File: config.mk
export PLATFORM = sky130hd
export DESIGN_NAME = mul_div_unit
export DESIGN_NICKNAME = d
export VERILOG_FILES = /design/src/rtl/mul_div_unit.sv
export SDC_FILE = /design/constraint.sdc
export NUM_CORES = 2
export LEC_CHECK = 0
export BUFFER_PORTS_ARGS = -buffer_cell sky130_fd_sc_hd__clkbuf_2
export CORE_MARGIN = 2
export CORE_UTILIZATION = 40
export DETAILED_ROUTE_END_ITERATION = 12
export PLACE_DENSITY = 0.56
export SYNTH_ARGS = -nofsm -noshare
export SYNTH_HDL_FRONTEND = slang
export SYNTH_SLANG_ARGS = --single-unit
File: constraint.sdc
create_clock -name clk -period 9.4 [get_ports clk]
set_input_delay 0.94 -clock clk [delete_from_list [all_inputs] [get_ports clk]]
set_output_delay 0.94 -clock clk [all_outputs]
set_load 0.05 [all_outputs]
File: src/rtl/mul_div_unit.sv
// Multiply/divide unit: single-cycle registered multiply, 32-step restoring divide with sign fix.
// Define MDU_DIV0_FAST_EN to complete divide-by-zero directly from IDLE/DONE in one cycle.
module mul_div_unit (
    input  logic        clk,
    input  logic        rst,
    input  logic        start,
    input  logic [1:0]  op,
    input  logic [31:0] a,
    input  logic [31:0] b,
    input  logic        flush,
    output logic        stall,
    output logic        done,
    output logic [31:0] hi,
    output logic [31:0] lo
);

    localparam logic [1:0] OpMult  = 2'b00;
    localparam logic [1:0] OpDiv   = 2'b10;

`ifdef MDU_DIV0_FAST_EN
    localparam bit Div0Fast = 1'b1;
`else
    localparam bit Div0Fast = 1'b0;
`endif

    typedef enum logic [2:0] {StIdle, StMul, StDiv, StFix, StDone} state_e;

    state_e      state_q, state_d;
    logic [1:0]  op_q, op_d;
    logic [31:0] a_q, a_d, b_q, b_d;
    logic [4:0]  cnt_q, cnt_d;
    logic [31:0] rem_q, rem_d, quo_q, quo_d;
    logic [31:0] hi_q, hi_d, lo_q, lo_d;

    logic        accept;
    logic        sign_a, sign_b, mul_signed;
    logic [31:0] mag_b;
    logic [63:0] a_ext, b_ext, prod;
    logic [32:0] shifted, diff;

    always_comb begin
        mul_signed = (op_q == OpMult);
        sign_a     = (op_q == OpDiv) && a_q[31];
        sign_b     = (op_q == OpDiv) && b_q[31];
        mag_b      = sign_b ? -b_q : b_q;
        a_ext      = {{32{mul_signed & a_q[31]}}, a_q};
        b_ext      = {{32{mul_signed & b_q[31]}}, b_q};
        prod       = a_ext * b_ext;
        // Restoring step: shift the next dividend bit into the partial remainder and trial-subtract.
        shifted    = {rem_q, quo_q[31]};
        diff       = shifted - {1'b0, mag_b};
    end

    always_comb begin
        state_d = state_q;
        op_d    = op_q;
        a_d     = a_q;
        b_d     = b_q;
        cnt_d   = cnt_q;
        rem_d   = rem_q;
        quo_d   = quo_q;
        hi_d    = hi_q;
        lo_d    = lo_q;

        accept = start && !flush && (state_q == StIdle || state_q == StDone);
        stall  = accept || state_q == StMul || state_q == StDiv || state_q == StFix;
        done   = (state_q == StDone);

        if (flush) begin
            state_d = StIdle;
            cnt_d   = '0;
        end else begin
            case (state_q)
                StIdle, StDone: begin
                    state_d = StIdle;
                    if (start) begin
                        op_d = op;
                        a_d  = a;
                        b_d  = b;
                        if (!op[1]) begin
                            state_d = StMul;
                        end else if (Div0Fast && b == '0) begin
                            state_d = StDone;
                            hi_d    = a;
                            lo_d    = '1;
                        end else begin
                            state_d = StDiv;
                            cnt_d   = 5'd31;
                            rem_d   = '0;
                            quo_d   = (op == OpDiv && a[31]) ? -a : a;
                        end
                    end
                end
                StMul: begin
                    hi_d    = prod[63:32];
                    lo_d    = prod[31:0];
                    state_d = StDone;
                end
                StDiv: begin
                    if (!diff[32]) begin
                        rem_d = diff[31:0];
                        quo_d = {quo_q[30:0], 1'b1};
                    end else begin
                        rem_d = shifted[31:0];
                        quo_d = {quo_q[30:0], 1'b0};
                    end
                    if (cnt_q == '0) begin
                        state_d = StFix;
                    end else begin
                        cnt_d = cnt_q - 5'd1;
                    end
                end
                StFix: begin
                    if (b_q == '0) begin
                        hi_d = a_q;
                        lo_d = '1;
                    end else begin
                        lo_d = (sign_a ^ sign_b) ? -quo_q : quo_q;
                        hi_d = sign_a ? -rem_q : rem_q;
                    end
                    state_d = StDone;
                end
                default: state_d = StIdle;
            endcase
        end
    end

    always_ff @(posedge clk) begin
        if (rst) begin
            state_q <= StIdle;
            op_q    <= '0;
            a_q     <= '0;
            b_q     <= '0;
            cnt_q   <= '0;
            rem_q   <= '0;
            quo_q   <= '0;
            hi_q    <= '0;
            lo_q    <= '0;
        end else begin
            state_q <= state_d;
            op_q    <= op_d;
            a_q     <= a_d;
            b_q     <= b_d;
            cnt_q   <= cnt_d;
            rem_q   <= rem_d;
            quo_q   <= quo_d;
            hi_q    <= hi_d;
            lo_q    <= lo_d;
        end
    end

    assign hi = hi_q;
    assign lo = lo_q;

endmodule

== Word-level counts from Yosys, hierarchy flattened ==
Cells that the tools add are included.
Storage, ports and cells
  flip-flop bits (word level): 202
  input bits: 70
  output and inout port bits: 66
  word-level logic and storage cells: 77
Cells by class
  $add $sub $neg: 6
  $mul: 1
  equal/unequal tests: 10
  mux-type cells: 24
  bitwise gates (word level): 4
  reduce and logical (&&, ||, !) cells: 23
Operator list (count)
  $mux W32: 11
  $pmux W32 S2: 4
  $neg A32 Y32: 4
  $mul A33 B33 Y64: 1
  $sub A33 B32 Y33: 1
  $logic_not A32 Y1: 1
  $mux W5: 3
  $pmux W5 S2: 1
  $pmux W3 S3: 1
  $reduce_and A4 Y1: 2
  $eq A3 B2 Y1 const B: 2
  $ne A2 B2 Y1 const B: 3
  $reduce_or A2 Y1: 3
  $logic_and A1 B1 Y1: 5
  $logic_not A5 Y1: 1
  $sub A5 B1 Y5 const B: 1
  $eq A2 B2 Y1 const B: 2
  $logic_or A1 B1 Y1: 4
  $mux W2: 2
  $reduce_bool A2 Y1: 2
  $eq A3 B1 Y1 const B: 1
  $eq A3 B3 Y1 const B: 1
  $logic_not A3 Y1: 1
  $mux W3: 1
  9 further kinds: 10

== Depth between registers and ports, before layout ==
  word-level depth: 6
  gate-level depth with buffers: 31
  mapped depth without buffers: 29

== Worst setup path after synthesis ==
OpenSTA, ideal clock, no wires.
  kind: register -> register
  start point: reg a_q[31]
  end point: reg hi_q[16], in the netlist hi[16]
  library setup time: 0.117 ns
  data arrival time: 7.867 ns
  required time: 9.283 ns
  path slack: 1.416 ns
  cell stages (with the launch flop): 29
  path buffers: 3
  period minus slack after synthesis: 7.984 ns
  cell sequence: dfxtp_1 > clkbuf_1 > and2_1 > clkbuf_1 > nand2_1 > inv_1 > fa_1 > fa_1 > fa_1 > fa_1 > inv_1 > fa_1 > inv_1 > fa_1 > inv_1 > fa_1 > fa_1 > inv_1 > ha_1 > buf_2 > a2111o_1 > a2111oi_2 > nor3_1 > a21oi_2 > o21ai_2 > a311o_1 > a31o_1 > a31o_1 > a22o_1
On the way
  word-level cells in the longest chain between the ends: 4
  elaborated cells on any way between the ends: 6
  classes of those cells: mul (1); mux (3); bitwise (1); reduce/logical (1)
Ends and longest elaborated chain
  start: declaration: line 30  | logic [31:0] a_q, a_d, b_q, b_d;
  start signal: assignment: line 132  | a_q <= '0;
  start signal: assignment: line 142  | a_q <= a_d;
  parallel branches: the longest is 3 deep, another holds $mul A33 B33 Y64
  $pmux W32 S2 (*): line 73  | case (state_q)
  end signal: assignment: line 147  | hi_q <= hi_d;
  end: declaration: line 33  | logic [31:0] hi_q, hi_d, lo_q, lo_d;
Every way passes the cells marked *.
A chain may end at the register's enable or synchronous reset.

== Final worst setup path ==
  start point: reg b_q[11]
  end point: reg hi_q[10], in the netlist hi[10]
On the way
  word-level cells in the longest chain between the ends: 3
  elaborated cells on any way between the ends: 4
  classes of those cells: mul (1); mux (2); reduce/logical (1)
Ends and longest elaborated chain
  start: declaration: line 30
  start signal: assignment: line 133  | b_q <= '0;
  start signal: assignment: line 143  | b_q <= b_d;
  parallel branches: the longest is 2 deep, another holds $mul A33 B33 Y64
  $pmux W32 S2 (*): line 73
Marks and branches as above.

==> results.md <==
- Sink count of the clock tree: 202
- Final critical-path required period: 9120 ps
- Most repeated library cell on the critical path: fa_1
- Max Clock Skew: 21.0 ps
- Port bufs: 135
- Final setup violation count: 0
- Die area: 130000 sq um
- Flip-flop and latch count after synthesis: 202
- Final antenna-violating net count: 0
- Commonest register cell after synthesis: dfxtp_1
- Boundary pin count: 136
- Cell area after layout: 54300 sq um
- IR drop worst, VDD: 134 uV
- Distinct cell type count of the synthesized netlist: 86
- Number of enable-type register cells in the synthesized netlist: 0
- Fraction of final layout cells sized beyond drive strength 1: 6.64%
- Critical path launch point type: flop
- Standard-cell row count: 130
- Synthesis Warnings: 0
- Starting density of the core: 40.4%
- Post-Layout Cell Count: 7617
- Stage delay of the slowest cell on the critical path: 1030 ps
- H-tree levels: 1
- Final HPWL DP: 134 mm
- Number of nets produced by synthesis: 7473
- Mean instance size in the synthesized netlist: 8.42 sq um
- Insertion delay of the later-clocked pin in the worst-skew pair: 590 ps
- Area added between synthesis and finish: 7.00%
- RSZ-0062 raised after global routing: no
- Crit path buf inv count: 5
- Largest net degree at the start of global routing: 65
- Area of the core region: 126000 sq um
- Part of the Yosys area used for sequential elements: 7.97%
- Net count of the finished layout: 7393
- Total design power: 0.00374 W
- Setup_tns: 0 ps
- Die width: 360 microns
- Period Utilization, post-route: 97.1%
- CTS buffer count: 27
- Number of buffers inserted by hold repair at cts: 0
- Vias per cell: 5.34
- Arrival time at the worst endpoint: 9600 ps
- Gr usage total: 25.9%
- Violation count after the first detailed-route iteration: 3457
- Wirelength, routed: 166 mm
- Hold/Removal Path Class: reg -> reg
- Power per cell area: 68.8 nW/um^2
- Vias in the first global route: 42900
- Max cap viols: 0
- Root buf cell: clkbuf_16
- Post-synthesis async set-or-reset flop share: 0%
- Number of cells produced by synthesis: 6027
- Placed insts: 7568
- Lkg Pwr: 25.0 nW
- Slew at the pin with the worst max-slew slack: 1360 ps
- Final number of hold-violating endpoints: 0
- Placed inst area: 53300 sq um
- Post-synthesis instance area: 50800 sq um
- Endpoint class of the critical path: flop
- Slew Limit Headroom: 9.37%
- Residual overflow from global routing: 0
- Category of the critical setup timing path: reg -> reg
- Die height: 360 microns
- Outcome: finished clean
- Vias after detailed routing: 40700
- Number of antenna violations at the first check in global routing: 6
- Endpoint required time on the critical path: 9880 ps
- Master of the slowest instance on the critical path: dfxtp_2
- Routability Congestion: 0.942
- Final max-slew violation count: 0
- Maximum clock path buffer count: 3
- DR DRC count: 0
- CTS clock-pin slew for the worst setup and hold paths: 60 ps
- Max Clk Rate: 0.110 GHz
- Kind of cell with the highest combined delay on the critical path: adder cells
- Pre-antenna DRT Iters: 7
- TritonCTS clock tree: yes
- Wire length of the first global-routing pass: 259 mm
- Critical Path Fanout Max: 39
- Average routed wire per standard cell: 21.8 microns
metrics by stage:
step           setup slack [ps]  hold WS, ps  utilization, %
2_1_floorplan              1420          445               -
3_3_place_gp                285          444            42.4
6_report                    277          458            43.2
4_1_cts                     215          460            43.2
5_1_grt                    4.93          479            43.2
3_5_place_dp                237          451            42.4
cell type report:
type	instances	area, sq um
diodes	1	2.50
well taps	1650	2060
fillers	12600	71400
repair buffers	284	1930
clock inverters	16	254
clock buffers	32	724
inverters	1223	4590
flip-flops and latches	202	4070
multi-input cells	4209	40700
report_power, final:
part	switching, W	leakage (nW)	internal (W)	total [W]
sequential	0.000105	1.65	0.000884	0.000988
combinational	0.00101	22.8	0.000557	0.00156
clock	0.000468	0.479	0.000715	0.00118
registers in the layout, indices dropped and copies added, names as in the netlist, 3 cells and up:
register / count
hi: 32
quo_q: 32
lo: 32
cnt_q: 5
b_q: 32
state_q: 3
a_q: 32
rem_q: 32
worst min-delay path, cell delays in order (launching register included):
cell	delay, ps
dfxtp_1	310
nand2_1	50
a21oi_1	50
worst paths after layout:
check,depth (start not counted),slack (ps),from,endpoint
setup / recovery,25,280,b_q[11]$_SDFFE_PP0P_,hi[10]$_SDFFE_PP0P_
hold / removal,2,460,lo[4]$_SDFFE_PP0P_,lo[4]$_SDFFE_PP0P_
setup reg to reg,25,280,b_q[11]$_SDFFE_PP0P_,hi[10]$_SDFFE_PP0P_
hold reg to reg,2,460,lo[4]$_SDFFE_PP0P_,lo[4]$_SDFFE_PP0P_
Yosys cell counts, types with 22 or more instances:
cell type  number  area [sq um]
inv_1        1223          4590
fa_1         1126         22500
nand2_1      1105          4150
clkbuf_1      330          1240
a21oi_1       282          1410
and2_1        264          1650
ha_1          250          3130
nor2_1        240           901
dfxtp_1       202          4040
o21ai_0       137           686
xnor2_1       127          1110
xor2_1         81           709
nor3_1         64           320
a211oi_1       52           390
buf_1          48           180
nand3_1        39           195
a21o_1         33           248
and3_1         31           194
mux2i_1        31           310
o221ai_1       23           201
or3_1          23           144
o211ai_1       22           165
cell families (layout without fill, tap and decap cells):
kind of cell	count (synthesis)	after routing	synth area share [%]
adder cells (fa/ha/maj)	1376	1376	50.6
AO/OA/AOI/OAI	708	708	8.73
flip-flops	202	202	7.97
other	0	1	0
buffers and inverters	1616	1555	12.0
XOR/XNOR	208	208	3.59
multiplexers	31	31	0.611
AND/OR/NAND/NOR	1886	1886	16.5
per-layer routing:
| metal | routed length (microns) | global-route usage (%) | vias to the layer above |
|---|---|---|---|
| met5 | 8 | 0 | - |
| met4 | 7820 | 10.3 | 2 |
| met3 | 9490 | 2.51 | 285 |
| met2 | 79300 | 43.4 | 1323 |
| met1 | 69300 | 34.7 | 21100 |
| li1 | - | - | 18000 |
cell usage in the layout (no fill, tap or decap), types with 134 or more instances in the layout:
cell / n
fa_1: 1126
clkbuf_2: 134
buf_4: 139
inv_1: 1223
ha_1: 250
o21ai_0: 137
a21oi_1: 282
and2_1: 263
nor2_1: 236
dfxtp_1: 180
nand2_1: 1104
repair_timing:
action / CTS / global route
setup buffers: 0 / 0
endpoints found under the setup margin: 0 / 2
resized for setup: 0 / 12
Note: power is estimated with default switching activity, not from simulation.
